--- config.mk ---
export PLATFORM = sky130hd
export DESIGN_NAME = uart_tx_fifo
export DESIGN_NICKNAME = d
export VERILOG_FILES = /design/src/rtl/uart_pkg.sv /design/src/rtl/uart_tx_fifo_buf.sv /design/src/rtl/uart_tx_fifo.sv
export SDC_FILE = /design/constraint.sdc
export NUM_CORES = 1
export LEC_CHECK = 0
export CAP_MARGIN = 20
export CORE_ASPECT_RATIO = 1.25
export CORE_MARGIN = 2
export CORE_UTILIZATION = 40
export CTS_BUF_LIST = sky130_fd_sc_hd__clkbuf_4
export DETAILED_ROUTE_END_ITERATION = 7
export GPL_TIMING_DRIVEN = 0
export PLACE_DENSITY = 0.64
export SETUP_SLACK_MARGIN = 0.2
export SYNTH_ARGS = -nofsm -noshare
export SYNTH_HDL_FRONTEND = slang
export SYNTH_SLANG_ARGS = --single-unit
--- constraint.sdc ---
create_clock -name clk_i -period 8.6 [get_ports clk_i]
set_input_delay 1.72 -clock clk_i [delete_from_list [all_inputs] [get_ports clk_i]]
set_output_delay 1.72 -clock clk_i [all_outputs]
set_load 0.005 [all_outputs]
--- src/rtl/uart_pkg.sv ---
// Shared UART definitions used by the transmitter (and the paired receiver).
//   tx_state_e : transmit FSM state encoding (3 bits)
//   DATA_BITS  : data bits per frame
//   CPB_W      : width of the clocks-per-bit baud value
//   MIN_CPB    : smallest usable clocks-per-bit value
//   clamp_cpb  : raises a clocks-per-bit value to at least MIN_CPB
package uart_pkg;

  localparam int DATA_BITS = 8;
  localparam int CPB_W     = 16;
  localparam logic [CPB_W-1:0] MIN_CPB = 16'd2;

  typedef enum logic [2:0] {
    IDLE   = 3'd0,
    START  = 3'd1,
    DATA   = 3'd2,
    PARITY = 3'd3,
    STOP   = 3'd4
  } tx_state_e;

  function automatic logic [CPB_W-1:0] clamp_cpb(input logic [CPB_W-1:0] v);
    return (v < MIN_CPB) ? MIN_CPB : v;
  endfunction

endpackage

--- src/rtl/uart_tx_fifo_buf.sv ---
// Synchronous byte FIFO feeding the UART transmit shifter.
// Ports:
//   clk_i, rst_ni : clock, asynchronous active-low reset (clears pointers)
//   push, wdata   : write wdata when push and not full
//   pop, rdata    : rdata shows the head; pop removes it when not empty
//   full, empty   : occupancy flags
//   level         : number of stored bytes (0..DEPTH)
module uart_tx_fifo_buf #(
  parameter  int DEPTH = 4,
  localparam int AW    = $clog2(DEPTH)
) (
  input  logic          clk_i,
  input  logic          rst_ni,
  input  logic          push,
  input  logic [7:0]    wdata,
  input  logic          pop,
  output logic [7:0]    rdata,
  output logic          full,
  output logic          empty,
  output logic [AW:0]   level
);

  localparam logic [AW:0] DEPTH_L = (AW+1)'(DEPTH);

  logic [7:0]  mem [DEPTH];
  logic [AW:0] wr_ptr, rd_ptr;
  logic        do_push, do_pop;

  // Pointers carry one extra wrap bit so full and empty are distinguishable.
  assign level   = wr_ptr - rd_ptr;
  assign full    = (level == DEPTH_L);
  assign empty   = (wr_ptr == rd_ptr);
  assign do_push = push && !full;
  assign do_pop  = pop && !empty;
  assign rdata   = mem[rd_ptr[AW-1:0]];

  always_ff @(posedge clk_i or negedge rst_ni) begin
    if (!rst_ni) begin
      wr_ptr <= '0;
      rd_ptr <= '0;
    end else begin
      if (do_push) wr_ptr <= wr_ptr + 1'b1;
      if (do_pop)  rd_ptr <= rd_ptr + 1'b1;
    end
  end

  always_ff @(posedge clk_i) begin
    if (do_push) mem[wr_ptr[AW-1:0]] <= wdata;
  end

endmodule

--- src/rtl/uart_tx_fifo.sv ---
// Buffered UART transmitter: bytes enter a FIFO over valid/ready and leave
// as serial frames (start, 8 data bits LSB first, [parity], stop).
// Optional feature macro: UART_TX_PARITY_EN adds a parity bit (11-bit frames).
// Ports:
//   clk_i, rst_ni    : clock, asynchronous active-low reset
//   clks_per_bit_i   : clocks per serial bit, clamped to >= 2, latched per frame
//   tx_data_i        : byte to send
//   tx_valid_i       : tx_data_i valid
//   tx_ready_o       : FIFO not full
//   parity_odd_i     : 1 = odd parity, 0 = even (parity build only)
//   tx_o             : registered serial line, idle high
//   tx_busy_o        : frame in progress
//   tx_done_o        : high during the last cycle of each stop bit
//   fifo_level_o     : bytes buffered, excluding the one in the shifter
//   dbg_state_o      : current FSM state code
// Handshake: a byte is taken on a rising edge where tx_valid_i && tx_ready_o;
// tx_data_i must be stable while tx_valid_i is high and tx_ready_o is low.
module uart_tx_fifo
  import uart_pkg::*;
#(
  parameter  int FIFO_DEPTH = 4,
  localparam int LW         = $clog2(FIFO_DEPTH) + 1
) (
  input  logic             clk_i,
  input  logic             rst_ni,
  input  logic [CPB_W-1:0] clks_per_bit_i,
  input  logic [7:0]       tx_data_i,
  input  logic             tx_valid_i,
  output logic             tx_ready_o,
  input  logic             parity_odd_i,
  output logic             tx_o,
  output logic             tx_busy_o,
  output logic             tx_done_o,
  output logic [LW-1:0]    fifo_level_o,
  output logic [2:0]       dbg_state_o
);

  tx_state_e        state_q, state_d;
  logic [CPB_W-1:0] cnt_q, cnt_d, cpb_q, cpb_d;
  logic [7:0]       shift_q, shift_d;
  logic [2:0]       idx_q, idx_d;
  logic             tx_d;
  logic             load, pop, last_cyc;
  logic             fifo_full, fifo_empty;
  logic [7:0]       fifo_rdata;

  uart_tx_fifo_buf #(.DEPTH(FIFO_DEPTH)) u_buf (
    .clk_i (clk_i),
    .rst_ni(rst_ni),
    .push  (tx_valid_i),
    .wdata (tx_data_i),
    .pop   (pop),
    .rdata (fifo_rdata),
    .full  (fifo_full),
    .empty (fifo_empty),
    .level (fifo_level_o)
  );

`ifdef UART_TX_PARITY_EN
  // Parity is taken from the byte as popped, before shifting destroys it.
  logic par_q, par_d;
`else
  logic unused_parity;
  assign unused_parity = parity_odd_i;
`endif

  assign last_cyc = (cnt_q == cpb_q - 16'd1);

  always_comb begin
    state_d = state_q;
    cnt_d   = cnt_q;
    cpb_d   = cpb_q;
    shift_d = shift_q;
    idx_d   = idx_q;
    load    = 1'b0;
    pop     = 1'b0;
`ifdef UART_TX_PARITY_EN
    par_d   = par_q;
`endif
    unique case (state_q)
      IDLE: load = !fifo_empty;
      START: begin
        cnt_d = cnt_q + 16'd1;
        if (last_cyc) begin
          cnt_d   = '0;
          idx_d   = '0;
          state_d = DATA;
        end
      end
      DATA: begin
        cnt_d = cnt_q + 16'd1;
        if (last_cyc) begin
          cnt_d   = '0;
          shift_d = {1'b0, shift_q[7:1]};
          idx_d   = idx_q + 3'd1;
          if (idx_q == 3'(DATA_BITS - 1)) begin
`ifdef UART_TX_PARITY_EN
            state_d = PARITY;
`else
            state_d = STOP;
`endif
          end
        end
      end
`ifdef UART_TX_PARITY_EN
      PARITY: begin
        cnt_d = cnt_q + 16'd1;
        if (last_cyc) begin
          cnt_d   = '0;
          state_d = STOP;
        end
      end
`endif
      STOP: begin
        cnt_d = cnt_q + 16'd1;
        if (last_cyc) begin
          // Next byte goes straight into START so frames abut with no idle bit.
          state_d = IDLE;
          load    = !fifo_empty;
        end
      end
      default: state_d = IDLE;
    endcase

    if (load) begin
      pop     = 1'b1;
      shift_d = fifo_rdata;
      cpb_d   = clamp_cpb(clks_per_bit_i);
      cnt_d   = '0;
      idx_d   = '0;
      state_d = START;
`ifdef UART_TX_PARITY_EN
      par_d   = (^fifo_rdata) ^ parity_odd_i;
`endif
    end

    // Line value is derived from the next state so tx_o registers in step
    // with the state and falls on the same edge that enters START.
    unique case (state_d)
      START:   tx_d = 1'b0;
      DATA:    tx_d = shift_d[0];
`ifdef UART_TX_PARITY_EN
      PARITY:  tx_d = par_d;
`endif
      default: tx_d = 1'b1;
    endcase
  end

  always_ff @(posedge clk_i or negedge rst_ni) begin
    if (!rst_ni) begin
      state_q <= IDLE;
      cnt_q   <= '0;
      cpb_q   <= MIN_CPB;
      shift_q <= '0;
      idx_q   <= '0;
      tx_o    <= 1'b1;
`ifdef UART_TX_PARITY_EN
      par_q   <= 1'b0;
`endif
    end else begin
      state_q <= state_d;
      cnt_q   <= cnt_d;
      cpb_q   <= cpb_d;
      shift_q <= shift_d;
      idx_q   <= idx_d;
      tx_o    <= tx_d;
`ifdef UART_TX_PARITY_EN
      par_q   <= par_d;
`endif
    end
  end

  assign tx_ready_o  = !fifo_full;
  assign tx_busy_o   = (state_q != IDLE);
  assign tx_done_o   = (state_q == STOP) && last_cyc;
  assign dbg_state_o = state_q;

endmodule
==> results of run 1 <==
cells in the mapped netlist (all sizes together) (2+ instances only):
cell type,count,area (um^2)
nand3b,2,15.0
or2,4,25.0
edfxtp,32,961
or4,3,26.3
ha,11,138
nor4,10,68.8
nand2b,6,37.5
o41ai,3,33.8
nor4b,2,17.5
o31ai,2,15.0
or3,9,61.3
clkbuf,18,67.6
a22o,4,35.0
mux2i,2,20.0
dfstp,2,52.6
nor2b,4,25.0
buf,7,52.5
nand4,3,18.8
nor3,24,120
mux2,18,203
a21o,5,37.5
inv,13,48.8
o21ai,7,35.0
and3,10,62.6
a31oi,5,31.3
and2,2,12.5
xor2,8,70.1
a21oi,12,60.1
a211oi,4,30.0
dfrtp,51,1280
a311oi,2,17.5
nand3,18,90.1
mux4,8,180
nand2,34,128
nor2,27,109
xnor2,11,96.3
a221o,14,140
state kept, by name, indices dropped and copies added, names as in the netlist:
| name | flops |
|---|---|
| cnt_q | 16 |
| cpb_q | 16 |
| dbg_state_o | 3 |
| idx_q | 3 |
| shift_q | 8 |
| tx_o | 1 |
| u_buf.mem | 32 |
| u_buf.rd_ptr | 3 |
| u_buf.wr_ptr | 3 |
worst max-delay path: cells and delay by family (launching register included):
kind            cells  cell delay (ns)
flops               1             0.57
compound gates      1             0.25
simple gates        6             1.90
fa+ha+maj           1             0.21
buf+inv             2             0.58
through the flow:
stage	std cells	setup slack, ns
3_5_place_dp	584	3.47
6_report	600	2.93
5_1_grt	600	2.66
3_3_place_gp	583	3.50
4_1_cts	600	2.94
2_1_floorplan	412	4.35
power by group:
| part | leakage (uW) | internal (uW) | switching (uW) | total, uW |
|---|---|---|---|---|
| clock network | 0.0000741 | 68.9 | 160 | 229 |
| logic | 0.00101 | 137 | 139 | 276 |
| registers | 0.000947 | 488 | 35.3 | 523 |
layout by cell type, fill, tap and decap left out, types with 4 or more instances in the layout:
| cell | instances |
|---|---|
| nand3_1 | 18 |
| inv_1 | 13 |
| a21oi_1 | 12 |
| nand2b_1 | 6 |
| or3_1 | 8 |
| dfrtp_1 | 51 |
| xnor2_1 | 11 |
| clkbuf_1 | 18 |
| o21ai_0 | 7 |
| nor2b_1 | 4 |
| a22o_1 | 4 |
| nor4_1 | 9 |
| ha_1 | 11 |
| nor3_1 | 24 |
| clkbuf_4 | 9 |
| and3_1 | 10 |
| edfxtp_1 | 32 |
| xor2_1 | 8 |
| buf_2 | 4 |
| mux4_2 | 8 |
| mux2_2 | 18 |
| a221o_1 | 14 |
| a21o_1 | 5 |
| clkdlybuf4s50_1 | 35 |
| nand2_1 | 34 |
| a211oi_1 | 4 |
| a31oi_1 | 5 |
| nor2_1 | 26 |
cells by family (layout without fill, tap and decap cells):
| group | count (synthesis) | in the layout |
|---|---|---|
| muxes | 28 | 28 |
| AOI/OAI and AO/OA | 68 | 68 |
| adders and majority gates | 12 | 12 |
| xor gates and xnor gates | 19 | 19 |
| DFF | 85 | 85 |
| and+or+nand+nor | 162 | 162 |
| buffers and inverters | 38 | 91 |
final timing paths:
| path | startpoint | end | slack [ns] |
|---|---|---|---|
| max in group asynchronous | rst_ni | cpb_q[1]$_DFFE_PN1N_ | 6.72 |
| min in group asynchronous | rst_ni | cnt_q[11]$_DFFE_PN0P_ | 1.25 |
| worst min-delay path | u_buf.wr_ptr[2]$_DFFE_PN0P_ | u_buf.wr_ptr[2]$_DFFE_PN0P_ | 0.50 |
| worst max-delay path | cpb_q[1]$_DFFE_PN1N_ | tx_done_o | 2.93 |
| worst min register to register | u_buf.wr_ptr[2]$_DFFE_PN0P_ | u_buf.wr_ptr[2]$_DFFE_PN0P_ | 0.50 |
| worst max register to register | cpb_q[3]$_DFFE_PN0N_ | cpb_q[7]$_DFFE_PN0N_ | 4.81 |
metal layers:
layer	global-route usage (%)	wire length, um
met1	22.1	4440
met2	31.4	5230
met3	3.76	280
met4	6.16	161
met5	0	0
area by class of cell:
type                    count  area [um^2]
repair buffers             37          375
clock inverters             7         72.6
well taps                 135          169
multi-input cells         289         2120
inverters                  13         48.8
fillers                  1006         5880
plain buffers              25          120
clock buffers               9         67.6
flip-flops and latches     85         2290
==> impl_results.md, run 1 <==
- CP max-delay cell: dfstp_2
- Max Root-Sink Buffers: 2
- Row cnt: 43
- Max-slew violations: 0
- Starting Density: 41.1%
- CP startpoint kind: flop
- Worst slew pin tran: 0.763 ns
- Htree depth: 3
- Post-synth EDFFs: 32
- Clk_lat worst skew: 0.46 ns
- Placed wire-length estimate: 7.56 mm
- Post-synthesis adder-cell area fraction: 3.44%
- CTS Buf Count: 9
- Final worst-path cycle share: 66.0%
- WHS Path Cells: 1
- RSZ-0062 raised after global routing: no
- Clock transition at path regs: 0.15 ns
- XOR/XNOR Fraction of Synth Area: 3.64%
- Fin nets: 500
- Final hold viol count: 0
- Yosys warns: 0
- Max incr delay on CP: 0.57 ns
- Antenna cell count: 0
- Largest family of logic cells by synthesized area: simple AND/OR/NAND/NOR gates
- Max FO, Critical Path: 6
- Synth Area in Compound Gates: 11.8%
- Simple logic cell fraction of the synthesized area: 18.6%
- Seq cells post-synth: 85
- Core Region: 0.0111 mm^2
- Fmax: 0.176 GHz
- Util after Layout: 47.2%
- Mux contribution to synthesized area: 8.80%
- Area Overhead vs Synth: 15.0%
- Drt first pass iters: 4
- Global-route wire length before repair: 17.3 mm
- Hold Crit Class: flop to flop
- Largest net degree at the start of global routing: 30
- Clock sinks: 85
- Final Cell Area: 0.00526 mm^2
- Slew headroom: 49.1%
- Final GP Congestion: 0.895
- R2R depth: 11
- MaxCap Viol Count: 0
- PortBufs: 36
- FFs w/ async S/R, synth: 62.4%
- Hold-fix buffers, CTS: 0
- TritonCTS clock tree: yes
- Drt wl/cell: 16.9 um
- Vias: 3368
- Die area: 0.0123 mm^2
- Final ANT Viol Nets: 0
- Post-Synthesis Cells: 412
- Status: finished clean
- Main synth FF type: dfrtp_1
- CP cell instances: inv_1 > ha_1 > nor2b_1 > or3_1 > a31oi_1 > or4b_1 > nor4_1 > nand2_1 > nor2_1 > clkdlybuf4s50_1
- Skew final: 0.0187 ns
- Routed wire length: 10.1 mm
- Synth cell types: 60
- Die Span Y: 124 um
- DP Area: 0.00512 mm^2
- DRC Markers: 0
- Post-layout min period: 5.67 ns
- Worst hold slack: 0.497 ns
- Critical path data required time: 6.88 ns
- Pwr Density: 195 mW/mm^2
- Total power: 1030 uW
- Critical path type: flop to primary output
- Die X: 99.7 um
- Average size of a mapped cell: 11.1 um^2
- Synth Net Count: 452
- Worst path arrival time: 3.95 ns
- Root Buffer: clkbuf_4
- IO Count: 38
- Initial antenna violation count: 0
- Vias per cell: 5.61
- Post-CTS sizing: 0
- Leak: 0.00203 uW
- Max rail drop VDD: 0.196 mV
- Share of cells above drive strength 1: 13.5%
- Cell area after synthesis: 0.00458 mm^2
- Setup tns final: 0 ns
- Sequential cell area fraction in the yosys report: 50.0%
- Number of global-route vias before repair: 3439
- DR iter-0 viols: 188
- Number of setup buffers added after CTS: 0
- Total Routing Usage GR: 18.0%
- Worst Setup End Kind: primary output
- Setup violators final: 0
- Overflow after GRT: 0
Note: power is estimated with default switching activity, not from simulation.
==> run 2: changes to the inputs <==
==> constraint.sdc (replaced) <==
create_clock -name clk_i -period 5.6 [get_ports clk_i]
set_input_delay 1.12 -clock clk_i [delete_from_list [all_inputs] [get_ports clk_i]]
set_output_delay 1.12 -clock clk_i [all_outputs]
set_load 0.005 [all_outputs]
==> results of run 2 <==
The final DEF is identical to that of run 1. Status: finished clean.
Main changes from that run: setup slack after placement 3.47 ns -> 1.07 ns; setup slack after layout 2.93 ns -> 0.527 ns; register-to-register setup slack 4.81 ns -> 1.81 ns; total power 1030 uW -> 1580 uW; worst IR drop on VDD 0.196 mV -> 0.301 mV
==> run 3: changes to the inputs <==
--- a/config.mk
+++ b/config.mk
@@ -6,7 +6,6 @@
 export NUM_CORES = 1
 export LEC_CHECK = 0
 export CAP_MARGIN = 20
-export CORE_ASPECT_RATIO = 1.25
 export CORE_MARGIN = 2
 export CORE_UTILIZATION = 40
 export CTS_BUF_LIST = sky130_fd_sc_hd__clkbuf_4
==> run 3 against run 2 <==
  * Cell count increased by 1.3%
  * Count of clock-buffer cells in the layout unchanged
  * Fmax up 2.6%
  * First-iteration DRC count is 1.6% lower
  * Worst setup slack gained 0.13 ns
  * Global-route usage down 0.34 points
  * Hold slack better by 0.0095 ns
  * Sequential cell count unchanged
  * Routed wire length shrank 0.86%
  * Sequential power rose by 0.5%
==> impl_results.md, run 3 (synthesized netlist as in run 1, its figures left out) <==
- Post-layout min period: 4.95 ns
- Total power: 1580 uW
- TritonCTS clock tree: yes
- Max rail drop VDD: 0.300 mV
- Share of cells above drive strength 1: 13.5% (unchanged)
- Total Routing Usage GR: 17.6% (-0.34 points)
- Fin nets: 500 (unchanged)
- Final worst slack: 0.654 ns
- Critical path type: flop to primary output
- Sw Ratio: 32.6%
- Crit path from: cpb_q[1]$_DFFE_PN1N_
- Drt wl/cell: 16.5 um (-2.2%)
- MaxCap Viol Count: 0 (unchanged)
- Worst hold slack: 0.506 ns (+0.00953 ns)
- Max Root-Sink Buffers: 2 (unchanged)
- R2R setup slack: 1.82 ns
- Clock transition at path regs: 0.14 ns (about the same)
- Comb pwr share: 26.6% (-0.2 points)
- Clock network fraction of design power: 22.4% (about the same)
- Drt first pass iters: 4 (unchanged)
- Area Overhead vs Synth: 15.2%
- Most common cell after layout, fill and taps aside: dfrtp_1
- Number of setup buffers added after CTS: 0 (unchanged)
- Commonest cells after routing, fill and taps aside: dfrtp_1 (51), clkdlybuf4s50_1 (35), nand2_1 (34)
- Initial antenna violation count: 0 (unchanged)
- Psw: 516 uW
- Worst slew pin tran: 0.750 ns (-0.0136 ns)
- Routed wire length: 10.0 mm (-0.86%)
- Vias per cell: 5.60 (-0.32%)
- Max-slew violations: 0 (unchanged)
- Die area: 0.0123 mm^2 (about the same)
- DRC Markers: 0 (unchanged)
- Critical Path Sink: tx_done_o
- DR iter-0 viols: 185 (-1.6%)
- IO Count: 38 (unchanged)
- CTS Buf Count: 9 (unchanged)
- Launch point of the worst reg-to-reg path: cpb_q[3]$_DFFE_PN0N_
- Leak: 0.00204 uW (about the same)
- Slew headroom: 50.0% (+0.91 points)
- Hold-fix buffers, CTS: 0 (unchanged)
- PortBufs: 36 (unchanged)
- Row cnt: 39 (-9.3%)
- Global-route wire length before repair: 17.4 mm (+1.0%)
- Htree depth: 3 (unchanged)
- Largest net degree at the start of global routing: 28 (-6.7%)
- Max FO, Critical Path: 6 (unchanged)
- Root Buffer: clkbuf_4
- Critical R2R Capture: cnt_q[15]$_DFFE_PN0P_
- Number of global-route vias before repair: 3437 (-0.058%)
- Worst path arrival time: 3.83 ns (-0.12 ns)
- Placed wire-length estimate: 7.53 mm (-0.40%)
- CP startpoint kind: flop
- Overflow after GRT: 0 (unchanged)
- Final ANT Viol Nets: 0 (unchanged)
- Skew final: 0.0144 ns (-0.00435 ns)
- Setup tns final: 0 ns (unchanged)
- Critical path data required time: 4.48 ns
- Clk_lat worst skew: 0.48 ns (+0.02 ns)
- RSZ-0062 raised after global routing: no
- Antenna cell count: 0 (unchanged)
- Post-CTS sizing: 0 (unchanged)
- Final worst-path cycle share: 88.3%
- Pwr Density: 300 mW/mm^2
- Fill cells: 1047 (+4.1%)
- Status: finished clean
- Setup violators final: 0 (unchanged)
- Core Region: 0.0113 mm^2 (+1.2%)
- Max reg flops: 32 (unchanged)
- Starting Density: 40.6% (-0.49 points)
- Die Span Y: 111 um (-10%)
- Fmax: 0.202 GHz
- Sequential power share: 51.0% (about the same)
- Worst Setup End Kind: primary output
- Hold Crit Class: flop to flop
- Setup slack at placement: 1.15 ns
- Clock sinks: 85 (unchanged)
- R2R depth: 11 (unchanged)
- Final hold viol count: 0 (unchanged)
- Die X: 111 um (+11%)
- Vias: 3402 (+1.0%)
- Final GP Congestion: 0.837 (-6.5%)
- Int Pwr: 1070 uW
==> run 3: critical path: stages, from the launching register on <==
cell and delay, ns:
dfstp_2 0.56, inv_1 0.05, ha_1 0.22, nor2b_1 0.19, or3_1 0.35, a31oi_1 0.20, or4b_1 0.46, nor4_1 0.40
nand2_1 0.25, nor2_1 0.17, clkdlybuf4s50_1 0.52
==> run 3: area by class of cell <==
cell class | count | area (um^2) | area share [%]
buffer | 25 | 120 | 2.28
clock buffer | 9 | 67.6 | 1.28
clock inverter | 7 | 75.1 | 1.42
inverter | 13 | 48.8 | 0.925
multi-input combinational | 289 | 2120 | 40.2
sequential | 85 | 2290 | 43.4
tap | 143 | 179 | 3.39
timing repair buffer | 37 | 375 | 7.12
==> run 3: power by group through the flow <==
stage	Combinational, uW	Clock [uW]	Sequential [uW]
floorplan	277	0	799
global placement	415	0	815
detailed placement	424	0	821
CTS	428	364	808
global route	472	391	820
finish	421	354	807
==> run 3: worst min-delay path by stage <==
stage          cells after the start  slack (ns)                          end                         from
3_5_place_dp                       1        0.48  u_buf.rd_ptr[2]$_DFFE_PN0P_  u_buf.rd_ptr[2]$_DFFE_PN0P_
4_1_cts                            1        0.51         idx_q[0]$_DFFE_PN0P_         idx_q[0]$_DFFE_PN0P_
5_1_grt                            1        0.53  u_buf.rd_ptr[2]$_DFFE_PN0P_  u_buf.rd_ptr[2]$_DFFE_PN0P_
3_3_place_gp                       1        0.48  u_buf.wr_ptr[2]$_DFFE_PN0P_  u_buf.wr_ptr[2]$_DFFE_PN0P_
2_1_floorplan                      1        0.46  u_buf.wr_ptr[2]$_DFFE_PN0P_  u_buf.wr_ptr[2]$_DFFE_PN0P_
6_report                           2        0.51         cpb_q[1]$_DFFE_PN1N_         cpb_q[1]$_DFFE_PN1N_
==> run 3: routing by layer <==
layer	track usage [%]	vias up	routed length, um
met2	28.3	71	4760
met4	5.08	0	117
li1	-	1651	-
met5	0	-	0
met1	23.9	1668	4720
met3	4.32	12	435
==> run 3: stage by stage <==
step | std cells | cell area (um^2) | util (%)
after global placement | 591 | 5120 | 45.4
after CTS | 608 | 5270 | 46.8
after detailed placement | 592 | 5130 | 45.5
after global routing | 608 | 5270 | 46.8
final | 608 | 5270 | 46.8
after floorplan | 412 | 4580 | -
